<file path="src/rtl/rle_video_if.sv">
// Pixel-in / RLE-word-out handshake bundle for rle_video_encoder.
// slave = encoder side, master = pixel source and word sink.
interface rle_video_if;
    localparam int unsigned COL_W  = 6;
    localparam int unsigned WORD_W = 16;

    logic              pix_valid;
    logic              pix_ready;
    logic [COL_W-1:0]  pix_colour;
    logic              pix_eol;
    logic              pix_eof;
    logic              word_valid;
    logic              word_ready;
    logic [WORD_W-1:0] word_data;

    modport slave (
        input  pix_valid, pix_colour, pix_eol, pix_eof, word_ready,
        output pix_ready, word_valid, word_data
    );

    modport master (
        output pix_valid, pix_colour, pix_eol, pix_eof, word_ready,
        input  pix_ready, word_valid, word_data
    );
endinterface

</file>
<file path="src/rtl/rle_video_encoder.sv">
// Streaming 6-bit pixel run-length encoder producing 16-bit {run,colour} words.
// Optional feature macro RLE_AUDIO_EN: one audio word emitted after each row's last run.
module rle_video_encoder #(
    parameter int unsigned MAX_RUN    = 1023,
    parameter int unsigned COUNT_BITS = 24
) (
    input  logic                  clk,
    input  logic                  rst,
    rle_video_if.slave            bus,
    output logic [COUNT_BITS-1:0] word_count
`ifdef RLE_AUDIO_EN
    ,
    input  logic [7:0]            audio_sample
`endif
);
    localparam int unsigned RUN_W  = 10;
    localparam int unsigned COL_W  = 6;
    localparam int unsigned WORD_W = 16;

    typedef enum logic [1:0] {
        ST_RUN       = 2'd0,
        ST_FLUSH_RUN = 2'd1,
        ST_FLUSH_EOF = 2'd2
`ifdef RLE_AUDIO_EN
        ,
        ST_FLUSH_AUDIO = 2'd3
`endif
    } state_t;

    state_t              state;
    state_t              state_nxt;
    state_t              row_end_state;
    logic [COL_W-1:0]    run_col;
    logic [RUN_W-1:0]    run_len;
    logic                run_act;
    logic                eof_q;
    logic [COL_W-1:0]    run_col_nxt;
    logic [RUN_W-1:0]    run_len_nxt;
    logic                run_act_nxt;
    logic                load;
    logic [WORD_W-1:0]   load_data;
    logic                out_free;
    logic                accept;
    logic                eol_eff;
    logic                same_run;
    logic                closes;
`ifdef RLE_AUDIO_EN
    logic [7:0]          audio_q;
`endif

    assign out_free      = !bus.word_valid || bus.word_ready;
    assign bus.pix_ready = out_free && (state == ST_RUN);
    assign accept        = bus.pix_valid && bus.pix_ready;
    assign eol_eff       = bus.pix_eol || bus.pix_eof;
    assign same_run      = run_act && (bus.pix_colour == run_col) && (run_len < RUN_W'(MAX_RUN));
    assign closes        = run_act && !same_run;

    // Where a finished row goes once its last run word is out.
`ifdef RLE_AUDIO_EN
    assign row_end_state = ST_FLUSH_AUDIO;
`else
    logic eof_sel;
    assign eof_sel       = (state == ST_RUN) ? bus.pix_eof : eof_q;
    assign row_end_state = eof_sel ? ST_FLUSH_EOF : ST_RUN;
`endif

    always_ff @(posedge clk) begin
        if (rst) state <= ST_RUN;
        else     state <= state_nxt;
    end

    always_comb begin
        state_nxt = state;
        case (state)
            ST_RUN: begin
                if (accept && eol_eff) state_nxt = closes ? ST_FLUSH_RUN : row_end_state;
            end
            ST_FLUSH_RUN: begin
                if (out_free) state_nxt = row_end_state;
            end
`ifdef RLE_AUDIO_EN
            ST_FLUSH_AUDIO: begin
                if (out_free) state_nxt = eof_q ? ST_FLUSH_EOF : ST_RUN;
            end
`endif
            ST_FLUSH_EOF: begin
                if (out_free) state_nxt = ST_RUN;
            end
            default: state_nxt = ST_RUN;
        endcase
    end

    // Run-register update and output-word selection.
    always_comb begin
        load        = 1'b0;
        load_data   = '0;
        run_col_nxt = run_col;
        run_len_nxt = run_len;
        run_act_nxt = run_act;
        case (state)
            ST_RUN: begin
                if (accept) begin
                    if (same_run) begin
                        run_len_nxt = run_len + RUN_W'(1);
                    end else begin
                        if (closes) begin
                            load      = 1'b1;
                            load_data = {run_len, run_col};
                        end
                        run_col_nxt = bus.pix_colour;
                        run_len_nxt = RUN_W'(1);
                    end
                    run_act_nxt = 1'b1;
                    if (eol_eff) begin
                        run_act_nxt = 1'b0;
                        // A closed old run takes this cycle; the 1-pixel run waits in FLUSH_RUN.
                        if (!closes) begin
                            load      = 1'b1;
                            load_data = {run_len_nxt, run_col_nxt};
                        end
                    end
                end
            end
            ST_FLUSH_RUN: begin
                if (out_free) begin
                    load      = 1'b1;
                    load_data = {run_len, run_col};
                end
            end
`ifdef RLE_AUDIO_EN
            ST_FLUSH_AUDIO: begin
                if (out_free) begin
                    load      = 1'b1;
                    load_data = {8'h00, audio_q};
                end
            end
`endif
            ST_FLUSH_EOF: begin
                if (out_free) begin
                    load      = 1'b1;
                    load_data = '0;
                end
            end
            default: ;
        endcase
    end

    always_ff @(posedge clk) begin
        if (rst) begin
            bus.word_valid <= 1'b0;
            bus.word_data  <= '0;
            word_count     <= '0;
            run_col        <= '0;
            run_len        <= '0;
            run_act        <= 1'b0;
            eof_q          <= 1'b0;
`ifdef RLE_AUDIO_EN
            audio_q        <= '0;
`endif
        end else begin
            run_col <= run_col_nxt;
            run_len <= run_len_nxt;
            run_act <= run_act_nxt;
            if (load) begin
                bus.word_valid <= 1'b1;
                bus.word_data  <= load_data;
            end else if (bus.word_ready) begin
                bus.word_valid <= 1'b0;
            end
            if (bus.word_valid && bus.word_ready) word_count <= word_count + COUNT_BITS'(1);
            if (accept && eol_eff) begin
                eof_q <= bus.pix_eof;
`ifdef RLE_AUDIO_EN
                audio_q <= audio_sample;
`endif
            end
        end
    end
endmodule

</file>
<file path="src/flat_wrapper.sv">
// flat-port wrapper written by rule: the top's interface ports become plain ports
module rle_video_encoder_flat 
#(
    parameter int unsigned MAX_RUN    = 1023,
    parameter int unsigned COUNT_BITS = 24
)
  (clk, rst, word_count, bus_pix_valid, bus_pix_colour, bus_pix_eol, bus_pix_eof, bus_word_ready, bus_pix_ready, bus_word_valid, bus_word_data);
  rle_video_if bus_i ();
  input  logic clk;
  input  logic rst;
  output logic [COUNT_BITS-1:0] word_count;
  input wire logic [$bits(bus_i.pix_valid)-1:0] bus_pix_valid;
  input wire logic [$bits(bus_i.pix_colour)-1:0] bus_pix_colour;
  input wire logic [$bits(bus_i.pix_eol)-1:0] bus_pix_eol;
  input wire logic [$bits(bus_i.pix_eof)-1:0] bus_pix_eof;
  input wire logic [$bits(bus_i.word_ready)-1:0] bus_word_ready;
  output wire logic [$bits(bus_i.pix_ready)-1:0] bus_pix_ready;
  output wire logic [$bits(bus_i.word_valid)-1:0] bus_word_valid;
  output wire logic [$bits(bus_i.word_data)-1:0] bus_word_data;
  assign bus_i.pix_valid = bus_pix_valid;
  assign bus_i.pix_colour = bus_pix_colour;
  assign bus_i.pix_eol = bus_pix_eol;
  assign bus_i.pix_eof = bus_pix_eof;
  assign bus_i.word_ready = bus_word_ready;
  assign bus_pix_ready = bus_i.pix_ready;
  assign bus_word_valid = bus_i.word_valid;
  assign bus_word_data = bus_i.word_data;
  rle_video_encoder #(.MAX_RUN(MAX_RUN), .COUNT_BITS(COUNT_BITS)) u_core (.clk(clk), .rst(rst), .bus(bus_i), .word_count(word_count));
endmodule
</file>
<file path="config.mk">
export PLATFORM = sky130hd
export DESIGN_NAME = rle_video_encoder_flat
export DESIGN_NICKNAME = d
export VERILOG_FILES = /design/src/rtl/rle_video_if.sv /design/src/rtl/rle_video_encoder.sv /design/src/flat_wrapper.sv
export SDC_FILE = /design/constraint.sdc
export NUM_CORES = 1
export LEC_CHECK = 0
export BUFFER_PORTS_ARGS = -buffer_cell sky130_fd_sc_hd__buf_2
export CAP_MARGIN = 10
export CORE_UTILIZATION = 45
export CTS_BUF_LIST = sky130_fd_sc_hd__clkbuf_2 sky130_fd_sc_hd__clkbuf_4 sky130_fd_sc_hd__clkbuf_8
export DETAILED_ROUTE_END_ITERATION = 10
export PLACE_DENSITY_LB_ADDON = 0.25
export SLEW_MARGIN = 25
export SYNTH_ARGS = -nofsm -noshare
export SYNTH_HDL_FRONTEND = slang
export SYNTH_SLANG_ARGS = --single-unit
</file>
<file path="constraint.sdc">
create_clock -name clk -period 4.9 [get_ports clk]
set_clock_uncertainty 0.15 [all_clocks]
set_input_delay 0.98 -clock clk [delete_from_list [all_inputs] [get_ports clk]]
set_output_delay 0.98 -clock clk [all_outputs]
set_load 0.03 [all_outputs]
</file>
==> out/metrics.cfg, run 1 <==
[synth]
yosysTopAreaCell = sky130_fd_sc_hd__dfxtp_1
syn_inst = 373
post_synth_edffs = 0
leading_cell_types_by_total_area_after_synthesis = sky130_fd_sc_hd__dfxtp_1, sky130_fd_sc_hd__nor2_1, sky130_fd_sc_hd__xnor2_1
syn_nets = 391
mappedNetlistArea_mm2 = 0.00313
postSynth.topFlopCell = sky130_fd_sc_hd__dfxtp_1
synth_cell_types = 54
postSynthAreaPerCell_um2 = 8.38
ffs_latches_synth = 61
yosys_warnings = 0
ys_seq_area_frac = 0.391
yosys.area.top_type_share = 0.391
synthArstFlopShare = 0

[global_routing]
grt_max_degree = 30
number_of_global_route_vias_before_repair = 2559
groute.usage.overall = 0.206
antenna_found_initial = 0
first_pass_grt_wire_length_um = 11800
overflow = 0

[worst_hold_path]
worstHoldStart = u_core.bus.word_data[9]$_SDFFE_PP0P_
timing.hold.worst.class = reg2reg

[outcome]
result_of_the_run = completed

[power]
p_clk_frac = 0.407
internal_power_uw = 957
seqPwrFrac = 0.401
power_density_mw_per_mm2 = 372
net-switching-power_uw = 401
static_power_due_to_leakage_nw = 1.38
power.share.switching = 0.295
vdd_ir_drop_max_mv = 0.169
combinationalPowerShare = 0.192

[sta]
final_period_minus_worst_setup_slack_ps = 2950
worstMarginPinSlew_ps = 631
max_freq_mhz = 339
setup_viol = 0
setup_total_negative_slack_ps = 0
finalHoldViolCount = 0
grt_setup_unrepaired = no
slew_violations = 0
worst_hold_slack_ps = 307
layout_worst_path_cycle_share = 0.602
slew_headroom = 0.579

[drt]
post-route-drc-count = 0
antenna_viol_nets_final = 0
wire_per_inst_um = 14.3
sum_of_routed_wire_length_over_all_layers_um = 7190
detailed_route_via_count = 2801
drt_iter0_markers = 218
route.detailed.vias_per_inst = 5.56
detailedRoute.firstPassIterationCount = 4

[setup_path]
arrival_ps = 3020
rr_startpoint = u_core.run_len[0]$_SDFFE_PP0P_
worstPathMaxFanout = 21
setup.worst_path.start = bus_pix_colour[2]
critical_path.endpoint_type = flop
critical_path_start_type = input port
critical_path_required_ps = 4970
critical_path_class = in2reg

[floorplanning]
core_area_mm2 = 0.00676
fp.dieH_um = 85.4
rows = 30
initial_utilization = 0.463
die_area_mm2 = 0.00729
pin_count = 54
die_width_um = 85.4

[layout]
final_net_count = 437
multi_input_area_mm2 = 0.00178
finish.cell_count_without_fillers = 504
layout.cells.most_common_list = sky130_fd_sc_hd__dfxtp_1, sky130_fd_sc_hd__nor2_1, sky130_fd_sc_hd__buf_2
antenna_cell_count = 0
area_delta_synth_final_pct = 16.8
seqCellArea_mm2 = 0.00122
fillers = 642
drive_above_1_share = 0.208
final_common_cell = sky130_fd_sc_hd__dfxtp_1

[clocking]
htree_levels = 3
clkSinkCount = 61
cts_resized = 0
clockRootBuffer = sky130_fd_sc_hd__clkbuf_8
ctsLongestPathBuffers = 2
post_cts_buffers = 0
cts_inserted_buffers = 9
clk_latency_ps = 350
clk_pin_slew_ps = 60
post_cts_hold_buffer_count = 0
cts_tree = built

[place]
place_congestion = 0.876
place_inst = 488
hpwl_um = 4990
placement.io_buffers = 53

[flow_run]
max_cap_viol_count = 0

-- critical path, cell delays in order --
cell and delay (ps):
sky130_fd_sc_hd__buf_2 120, sky130_fd_sc_hd__xnor2_1 180, sky130_fd_sc_hd__nand4_1 200, sky130_fd_sc_hd__or3_4 550
sky130_fd_sc_hd__o21ai_2 450, sky130_fd_sc_hd__or3_1 410, sky130_fd_sc_hd__o2bb2ai_1 120
-- registers in the layout, summed over array words and instances, names as in the netlist --
name / count
u_core.bus.word_data: 16
u_core.bus.word_valid: 1
u_core.eof_q: 1
u_core.run_act: 1
u_core.run_col: 6
u_core.run_len: 10
u_core.state: 2
u_core.word_count: 24
-- per-stage QoR --
stage	worst slack, ps	power [mW]	instance area, µm²	utilization
2_1_floorplan	2230	0.756	3130	-
5_1_grt	1800	1.42	3650	0.541
6_report	1950	1.36	3650	0.541
3_5_place_dp	1610	0.817	3410	0.504
3_3_place_gp	1690	0.812	3410	0.504
4_1_cts	1980	1.38	3650	0.541
-- layer usage --
metal | wire, µm | GRT usage
met5 | 0 | 0
met4 | 140 | 0.0894
met3 | 304 | 0.0584
met2 | 3290 | 0.325
met1 | 3450 | 0.265
-- path summary, 6_finish.rpt --
kind,slack (ps),depth (start not counted),to
worst max-delay path,1950,7,u_core.bus.word_data[13]$_SDFFE_PP0P_
worst max register to register,2150,7,u_core.bus.word_data[13]$_SDFFE_PP0P_
worst min-delay path,310,1,u_core.bus.word_data[9]$_SDFFE_PP0P_
worst min register to register,310,1,u_core.bus.word_data[9]$_SDFFE_PP0P_
-- cells by family (layout without fill, tap and decap cells) --
group / count (synthesis) / count (layout) / share of synthesized area
and+or+nand+nor: 171 / 171 / 0.274
DFF: 61 / 61 / 0.391
buffers and inverters: 28 / 79 / 0.0408
adders and majority gates: 6 / 6 / 0.0240
AOI/OAI and AO/OA: 75 / 75 / 0.178
xor gates and xnor gates: 25 / 25 / 0.0700
muxes: 7 / 7 / 0.0224
-- power by group through the flow --
stage	logic (mW)	registers, mW	clock network (mW)
after floorplan	0.168	0.588	0
after global placement	0.256	0.556	0
after detailed placement	0.261	0.557	0
after CTS	0.262	0.546	0.568
after global routing	0.289	0.549	0.579
final	0.260	0.545	0.553
-- layout make-up --
class / count / area share
multi-input cells: 284 / 0.487
flip-flops and latches: 61 / 0.334
repair buffers: 54 / 0.0747
clock buffers: 10 / 0.0377
clock inverters: 6 / 0.0301
well taps: 80 / 0.0274
inverters: 9 / 0.00925
-- synth_stat cells (2+ instances only) --
| master | instances |
|---|---|
| sky130_fd_sc_hd__nand2_1 | 32 |
| sky130_fd_sc_hd__nand4_1 | 5 |
| sky130_fd_sc_hd__or2_2 | 2 |
| sky130_fd_sc_hd__dfxtp_1 | 61 |
| sky130_fd_sc_hd__nor3_1 | 17 |
| sky130_fd_sc_hd__buf_6 | 2 |
| sky130_fd_sc_hd__buf_2 | 3 |
| sky130_fd_sc_hd__a211oi_1 | 9 |
| sky130_fd_sc_hd__a32oi_1 | 2 |
| sky130_fd_sc_hd__nor2_1 | 58 |
| sky130_fd_sc_hd__nor3b_1 | 7 |
| sky130_fd_sc_hd__and2_1 | 6 |
| sky130_fd_sc_hd__inv_1 | 9 |
| sky130_fd_sc_hd__a221oi_2 | 4 |
| sky130_fd_sc_hd__nand2b_1 | 3 |
| sky130_fd_sc_hd__xor2_1 | 6 |
| sky130_fd_sc_hd__or3_1 | 6 |
| sky130_fd_sc_hd__a221oi_1 | 2 |
| sky130_fd_sc_hd__o2bb2ai_2 | 2 |
| sky130_fd_sc_hd__clkbuf_1 | 12 |
| sky130_fd_sc_hd__o2bb2ai_1 | 7 |
| sky130_fd_sc_hd__a22oi_1 | 4 |
| sky130_fd_sc_hd__xnor2_1 | 19 |
| sky130_fd_sc_hd__mux2i_1 | 7 |
| sky130_fd_sc_hd__a21oi_1 | 21 |
| sky130_fd_sc_hd__and3_1 | 6 |
| sky130_fd_sc_hd__ha_1 | 6 |
| sky130_fd_sc_hd__and3_2 | 2 |
| sky130_fd_sc_hd__nor2b_1 | 2 |
| sky130_fd_sc_hd__nand3_1 | 16 |
| sky130_fd_sc_hd__o21ai_0 | 12 |
Note: power is estimated with default switching activity, not from simulation.
==> inputs of run 2 (changes only) <==
==> constraint.sdc (replaced) <==
create_clock -name clk -period 2.5 [get_ports clk]
set_clock_uncertainty 0.15 [all_clocks]
set_input_delay 0.5 -clock clk [delete_from_list [all_inputs] [get_ports clk]]
set_output_delay 0.5 -clock clk [all_outputs]
set_load 0.03 [all_outputs]
==> run 2 against run 1 <==
Against the previous run:
- first-iteration DRC count is 17% lower
- core utilization grew 1.4 points
- critical path depth rose by 1
- highest routed layer unchanged
- combinational power rose by 110%
- worst hold slack got worse by 28 ps
- via count increased by 2.6%
- sequential cell count is the same
- power increased by 92%
- clock-buffer cell count fell by 1
- die area unchanged
- largest cell class unchanged
==> out/metrics.cfg, run 2 (synthesized netlist as in run 1, its figures left out) <==
[layout]
layout.cells.most_common_list = sky130_fd_sc_hd__dfxtp_1, sky130_fd_sc_hd__nor2_1, sky130_fd_sc_hd__buf_2  ; unchanged
seqCellArea_mm2 = 0.00122  ; unchanged
max_flop_register = u_core.word_count  ; unchanged
fillers = 665  ; was 642
largest_reg_flops = 24  ; unchanged
area_delta_synth_final_pct = 19.8  ; was 16.8%
top_regs = u_core.word_count: 24 flops, u_core.bus.word_data: 16 flops, u_core.run_len: 10 flops  ; unchanged
multi_input_area_mm2 = 0.00178  ; about the same
final_cell_area_mm2 = 0.00375  ; was 0.00365 mm²
final_common_cell = sky130_fd_sc_hd__dfxtp_1  ; unchanged
final_net_count = 452  ; was 437
drive_above_1_share = 0.239  ; was 0.208
antenna_cell_count = 0  ; unchanged

[drt]
wire_per_inst_um = 14.1  ; was 14.3 µm
detailed_route_via_count = 2875  ; was 2801
post-route-drc-count = 0  ; unchanged
detailedRoute.firstPassIterationCount = 5  ; was 4
antenna_viol_nets_final = 0  ; unchanged
route.detailed.vias_per_inst = 5.54  ; was 5.56
drt_iter0_markers = 181  ; was 218
sum_of_routed_wire_length_over_all_layers_um = 7310  ; was 7190 µm

[clocking]
htree_levels = 3  ; unchanged
post_cts_hold_buffer_count = 0  ; unchanged
clockRootBuffer = sky130_fd_sc_hd__clkbuf_8  ; unchanged
ctsLongestPathBuffers = 2  ; unchanged
cts_tree = built  ; unchanged
cts_inserted_buffers = 9  ; unchanged
post_cts_buffers = 0  ; unchanged
clkSinkCount = 61  ; unchanged
clk_latency_ps = 340  ; was 350 ps
clk_pin_slew_ps = 80  ; was 60 ps
cts_resized = 0  ; unchanged

[global_routing]
grt_max_degree = 26  ; was 30
number_of_global_route_vias_before_repair = 2608  ; was 2559
groute.usage.overall = 0.213  ; was 0.206
overflow = 0  ; unchanged
antenna_found_initial = 0  ; unchanged
first_pass_grt_wire_length_um = 12200  ; was 11800 µm

[sta]
setup_total_negative_slack_ps = 0  ; unchanged
worst_hold_slack_ps = 279  ; was 307 ps
slew_violations = 0  ; unchanged
slew_headroom = 0.628  ; was 0.579
final_period_minus_worst_setup_slack_ps = 2320
layout_worst_path_cycle_share = 0.929
grt_setup_unrepaired = no  ; unchanged
setup_viol = 0  ; unchanged
finalHoldViolCount = 0  ; unchanged
max_freq_mhz = 431
worstMarginPinSlew_ps = 555  ; was 631 ps

[setup_path]
critical_path.max_stage_delay_ps = 490  ; was 550 ps
critical_path_required_ps = 2610  ; was 4970 ps
critical_path_class = reg2reg  ; was in2reg
critical_path.endpoint_type = flop  ; unchanged
r2r-end = u_core.bus.word_data[6]$_SDFFE_PP0P_  ; was u_core.bus.word_data[13]$_SDFFE_PP0P_
critical_path_start_type = flop  ; was input port
setup.worst_path.start = u_core.state[0]$_SDFFE_PP0P_  ; was bus_pix_colour[2]
worstRegToRegCells = 8  ; was 7
worst_path_cell_trace = inv_1, ha_1, and2_1, o311ai_0, a21oi_1, o21a_1, nor2_1, a211oi_1  ; was buf_2, xnor2_1, nand4_1, or3_4, o21ai_2, or3_1, o2bb2ai_1
worstPathMaxFanout = 8  ; was 21
critical_path.endpoint = u_core.bus.word_data[6]$_SDFFE_PP0P_  ; was u_core.bus.word_data[13]$_SDFFE_PP0P_
slowest_stage = sky130_fd_sc_hd__o21a_1  ; was sky130_fd_sc_hd__or3_4
timing.reg2reg.setup_slack_ps = 180  ; was 2150 ps
arrival_ps = 2430  ; was 3020 ps
rr_startpoint = u_core.state[0]$_SDFFE_PP0P_  ; was u_core.run_len[0]$_SDFFE_PP0P_

[power]
static_power_due_to_leakage_nw = 1.45  ; was 1.38 nW
vdd_ir_drop_max_mv = 0.291  ; was 0.169 mV
power_density_mw_per_mm2 = 695  ; was 372 mW/mm²

[floorplanning]
rows = 30  ; unchanged
core_area_mm2 = 0.00676  ; unchanged
die_width_um = 85.4  ; unchanged
initial_utilization = 0.463  ; unchanged
die_area_mm2 = 0.00729  ; unchanged
fp.dieH_um = 85.4  ; unchanged
pin_count = 54  ; unchanged

[flow_run]
max_cap_viol_count = 0  ; unchanged

[place]
place_congestion = 0.851  ; was 0.876
placement.io_buffers = 53  ; unchanged
placed_area_mm2 = 0.00352  ; was 0.00341 mm²
hpwl_um = 5120  ; was 4990 µm

[worst_hold_path]
timing.hold.worst.class = in2reg  ; was reg2reg

[outcome]
result_of_the_run = completed  ; unchanged

==> run 2: worst min-delay path by stage <==
stage	start	end	depth (start not counted)
2_1_floorplan	u_core.run_col[2]$_SDFFE_PP0P_	u_core.run_col[2]$_SDFFE_PP0P_	2
3_3_place_gp	u_core.bus.word_data[11]$_SDFFE_PP0P_	u_core.bus.word_data[11]$_SDFFE_PP0P_	1
3_5_place_dp	u_core.bus.word_data[11]$_SDFFE_PP0P_	u_core.bus.word_data[11]$_SDFFE_PP0P_	1
4_1_cts	bus_pix_colour[2]	u_core.run_col[2]$_SDFFE_PP0P_	3
5_1_grt	bus_pix_colour[2]	u_core.run_col[2]$_SDFFE_PP0P_	3
6_report	bus_pix_colour[2]	u_core.run_col[2]$_SDFFE_PP0P_	3
==> run 2: per-stage QoR <==
step | instances | util | total power, mW | setup slack (ps)
2_1_floorplan | 373 | - | 1.48 | 308
3_3_place_gp | 503 | 0.521 | 1.62 | 88.7
3_5_place_dp | 503 | 0.521 | 1.63 | 57.6
4_1_cts | 519 | 0.554 | 2.62 | 133
5_1_grt | 519 | 0.554 | 2.72 | 32.4
6_report | 519 | 0.554 | 2.60 | 178
==> run 2: metal layers <==
| metal | track usage | wire length, µm | vias up |
|---|---|---|---|
| li1 | - | - | 1435 |
| met1 | 0.274 | 3360 | 1358 |
| met2 | 0.339 | 3470 | 70 |
| met3 | 0.0399 | 331 | 12 |
| met4 | 0.114 | 144 | 0 |
| met5 | 0 | 0 | - |
==> run 2: power breakdown <==
group	total [mW]	leakage (nW)	internal [mW]	switching (mW)
registers	1.06	0.495	1.03	0.0368
clock network	0.985	0.106	0.564	0.421
logic	0.553	0.847	0.192	0.361
==> run 2: final cells by class <==
class                   instances  share of cell area
repair buffers                 69               0.103
inverters                       9             0.00902
flip-flops and latches         61               0.326
well taps                      80              0.0267
clock inverters                 7              0.0261
clock buffers                   9              0.0331
multi-input cells             284               0.476
==> run 2: worst max-delay path, delay by kind of cell (launching register included) <==
family          cells  cell delay [ps]
compound gates      4             1120
fa+ha+maj           1              220
buf+inv             1               90
flops               1              340
simple gates        2              320
==> inputs of run 3 (changes only) <==
==> constraint.sdc (replaced) <==
create_clock -name clk -period 1.9 [get_ports clk]
set_clock_uncertainty 0.15 [all_clocks]
set_input_delay 0.38 -clock clk [delete_from_list [all_inputs] [get_ports clk]]
set_output_delay 0.38 -clock clk [all_outputs]
set_load 0.03 [all_outputs]
==> run 3 against run 2 <==
Against the previous run:
- cell count rose by 11%
- sequential power is 33% higher
- combinational power grew 86%
- the flow now finishes with violations (negative setup slack)
- sequential cell count is the same
- die area is the same
- core utilization increased by 12 points
- register-to-register slack got worse by 300 ps
- routed wire length up 16%
- via count is 8.9% higher
- critical path depth decreased by 1
- power increased by 54%
- global-route usage is 2.8 points higher
==> out/metrics.cfg, run 3 (synthesized netlist as in run 1, its figures left out) <==
[outcome]
result_of_the_run = complete, but fails checks  ; was completed
failed_checks = negative setup slack

[clocking]
clkSinkCount = 61  ; unchanged
cts_tree = built  ; unchanged
clk_latency_ps = 360  ; was 340 ps
cts_inserted_buffers = 9  ; unchanged
clockRootBuffer = sky130_fd_sc_hd__clkbuf_8  ; unchanged
htree_levels = 3  ; unchanged
clk_pin_slew_ps = 80  ; about the same
ctsLongestPathBuffers = 2  ; unchanged
post_cts_hold_buffer_count = 0  ; unchanged

[layout]
final_net_count = 510  ; was 452
final_core_util = 0.670  ; was 0.554
fillers = 554  ; was 665
final_common_cell = sky130_fd_sc_hd__buf_4  ; was sky130_fd_sc_hd__dfxtp_1
finish.cell_count_without_fillers = 577  ; was 519
drive_above_1_share = 0.441  ; was 0.239
max_flop_register = u_core.word_count  ; unchanged
largest_reg_flops = 24  ; unchanged
area_delta_synth_final_pct = 44.8  ; was 19.8%
top_regs = u_core.word_count: 24 flops, u_core.bus.word_data: 16 flops, u_core.run_len: 10 flops  ; unchanged
antenna_cell_count = 0  ; unchanged
layout.cells.most_common_list = sky130_fd_sc_hd__buf_4, sky130_fd_sc_hd__nor2_1, sky130_fd_sc_hd__buf_2  ; was sky130_fd_sc_hd__dfxtp_1, sky130_fd_sc_hd__nor2_1, sky130_fd_sc_hd__buf_2

[drt]
route.detailed.vias_per_inst = 5.43  ; was 5.54
detailedRoute.firstPassIterationCount = 4  ; was 5
wire_per_inst_um = 14.7  ; was 14.1 µm
drt_iter0_markers = 167  ; was 181
detailed_route_via_count = 3132  ; was 2875
sum_of_routed_wire_length_over_all_layers_um = 8500  ; was 7310 µm
antenna_viol_nets_final = 0  ; unchanged
post-route-drc-count = 0  ; unchanged

[place]
placement.io_buffers = 53  ; unchanged
preCtsSetupSlack_ps = -360  ; was 57.6 ps
place_congestion = 0.845  ; was 0.851
place_inst = 553  ; was 503
hpwl_um = 5780  ; was 5120 µm

[worst_hold_path]
timing.hold.worst.class = in2reg  ; unchanged

[power]
static_power_due_to_leakage_nw = 1.84  ; was 1.45 nW
vdd_ir_drop_max_mv = 0.544  ; was 0.291 mV
power_density_mw_per_mm2 = 887  ; was 695 mW/mm²

[flow_run]
max_cap_viol_count = 0  ; unchanged

[sta]
post-route-worst-setup-slack_ps = -122  ; was 178 ps
max_freq_mhz = 495  ; was 431 MHz
final_period_minus_worst_setup_slack_ps = 2020  ; was 2320 ps
slew_headroom = 0.786  ; was 0.628
grt_setup_unrepaired = yes  ; was no
slew_violations = 0  ; unchanged
worstMarginPinSlew_ps = 321  ; was 555 ps
finalHoldViolCount = 0  ; unchanged
layout_worst_path_cycle_share = 1.06  ; was 0.929
setup_viol = 21  ; was 0

[setup_path]
setup.worst_path.start = u_core.run_len[0]$_SDFFE_PP0P_  ; was u_core.state[0]$_SDFFE_PP0P_
timing.reg2reg.setup_slack_ps = -120  ; was 180 ps
critical_path_start_type = flop  ; unchanged
worstPathMaxFanout = 8  ; unchanged
worstRegToRegCells = 7  ; was 8
critical_path.endpoint_type = flop  ; unchanged
arrival_ps = 2110  ; was 2430 ps
critical_path_class = reg2reg  ; unchanged
r2r-end = u_core.bus.word_data[7]$_SDFFE_PP0P_  ; was u_core.bus.word_data[6]$_SDFFE_PP0P_
rr_startpoint = u_core.run_len[0]$_SDFFE_PP0P_  ; was u_core.state[0]$_SDFFE_PP0P_
critical_path_required_ps = 1990  ; was 2610 ps
critical_path.endpoint = u_core.bus.word_data[7]$_SDFFE_PP0P_  ; was u_core.bus.word_data[6]$_SDFFE_PP0P_

[global_routing]
grt_max_degree = 43  ; was 26
overflow = 0  ; unchanged
number_of_global_route_vias_before_repair = 2943  ; was 2608
antenna_found_initial = 0  ; unchanged
groute.usage.overall = 0.240  ; was 0.213
first_pass_grt_wire_length_um = 13800  ; was 12200 µm

[floorplanning]
die_width_um = 85.4  ; unchanged
pin_count = 54  ; unchanged
die_area_mm2 = 0.00729  ; unchanged
fp.dieH_um = 85.4  ; unchanged
core_area_mm2 = 0.00676  ; unchanged
initial_utilization = 0.463  ; unchanged
rows = 30  ; unchanged

[run 3: report_power, final]
part / total, mW / switching (mW) / internal, mW
registers: 1.41 / 0.0489 / 1.36
logic: 1.03 / 0.577 / 0.452
clock network: 1.58 / 0.565 / 1.01
total: 4.01 / 1.19 / 2.82
[run 3: metal layers]
layer,share of wire,GRT usage,vias to the layer above
met1,0.46,0.306,1474
met4,0.025,0.109,0
met5,0,0,-
met3,0.042,0.0457,19
li1,-,-,1558
met2,0.47,0.396,81
[run 3: per-stage QoR]
step	hold slack, ps	power, mW	TNS, ps	area [µm²]
2_1_floorplan	307	1.99	-1130	3210
3_3_place_gp	290	2.30	-5500	3990
3_5_place_dp	292	2.31	-6610	3990
4_1_cts	207	3.95	-1130	4360
5_1_grt	234	4.17	-3510	4530
6_report	229	4.01	-1300	4530
[run 3: how the worst min path moves through the flow]
stage | to | cells past startpoint | start
floorplan | u_core.run_col[3]$_SDFFE_PP0P_ | 2 | u_core.run_col[3]$_SDFFE_PP0P_
global route | u_core.run_act$_SDFFE_PP0P_ | 4 | bus_pix_eol
global placement | u_core.bus.word_data[11]$_SDFFE_PP0P_ | 1 | u_core.bus.word_data[11]$_SDFFE_PP0P_
detailed placement | u_core.bus.word_data[10]$_SDFFE_PP0P_ | 1 | u_core.bus.word_data[10]$_SDFFE_PP0P_
CTS | u_core.eof_q$_SDFFE_PP0P_ | 3 | bus_pix_eof
finish | u_core.eof_q$_SDFFE_PP0P_ | 3 | bus_pix_eof
[run 3: cell type report]
| class | instances | area [µm²] | share of cell area |
|---|---|---|---|
| Clock buffer | 9 | 124 | 0.0274 |
| Clock inverter | 7 | 146 | 0.0323 |
| Inverter | 9 | 33.8 | 0.00746 |
| Multi-Input combinational cell | 285 | 2030 | 0.448 |
| Sequential cell | 61 | 1240 | 0.274 |
| Tap cell | 80 | 100 | 0.0221 |
| Timing Repair Buffer | 126 | 852 | 0.188 |
[run 3: timing repair]
item                       in CTS  in global routing
setup endpoints to repair      28                 34
hold endpoints to repair        0                  0
gates resized for setup        25                 32
cloned                          0                  1
pin swaps                      16                 25
buffers inserted                2                  5
[run 3: worst max-delay path, cell delays in order (launching register included)]
cell                        delay (ps)
sky130_fd_sc_hd__dfxtp_2           340
sky130_fd_sc_hd__ha_4              150
sky130_fd_sc_hd__nand4_1           130
sky130_fd_sc_hd__nor3_2             60
sky130_fd_sc_hd__or3_4             450
sky130_fd_sc_hd__a31o_4            300
sky130_fd_sc_hd__a32oi_1           240
sky130_fd_sc_hd__o2bb2ai_1         100
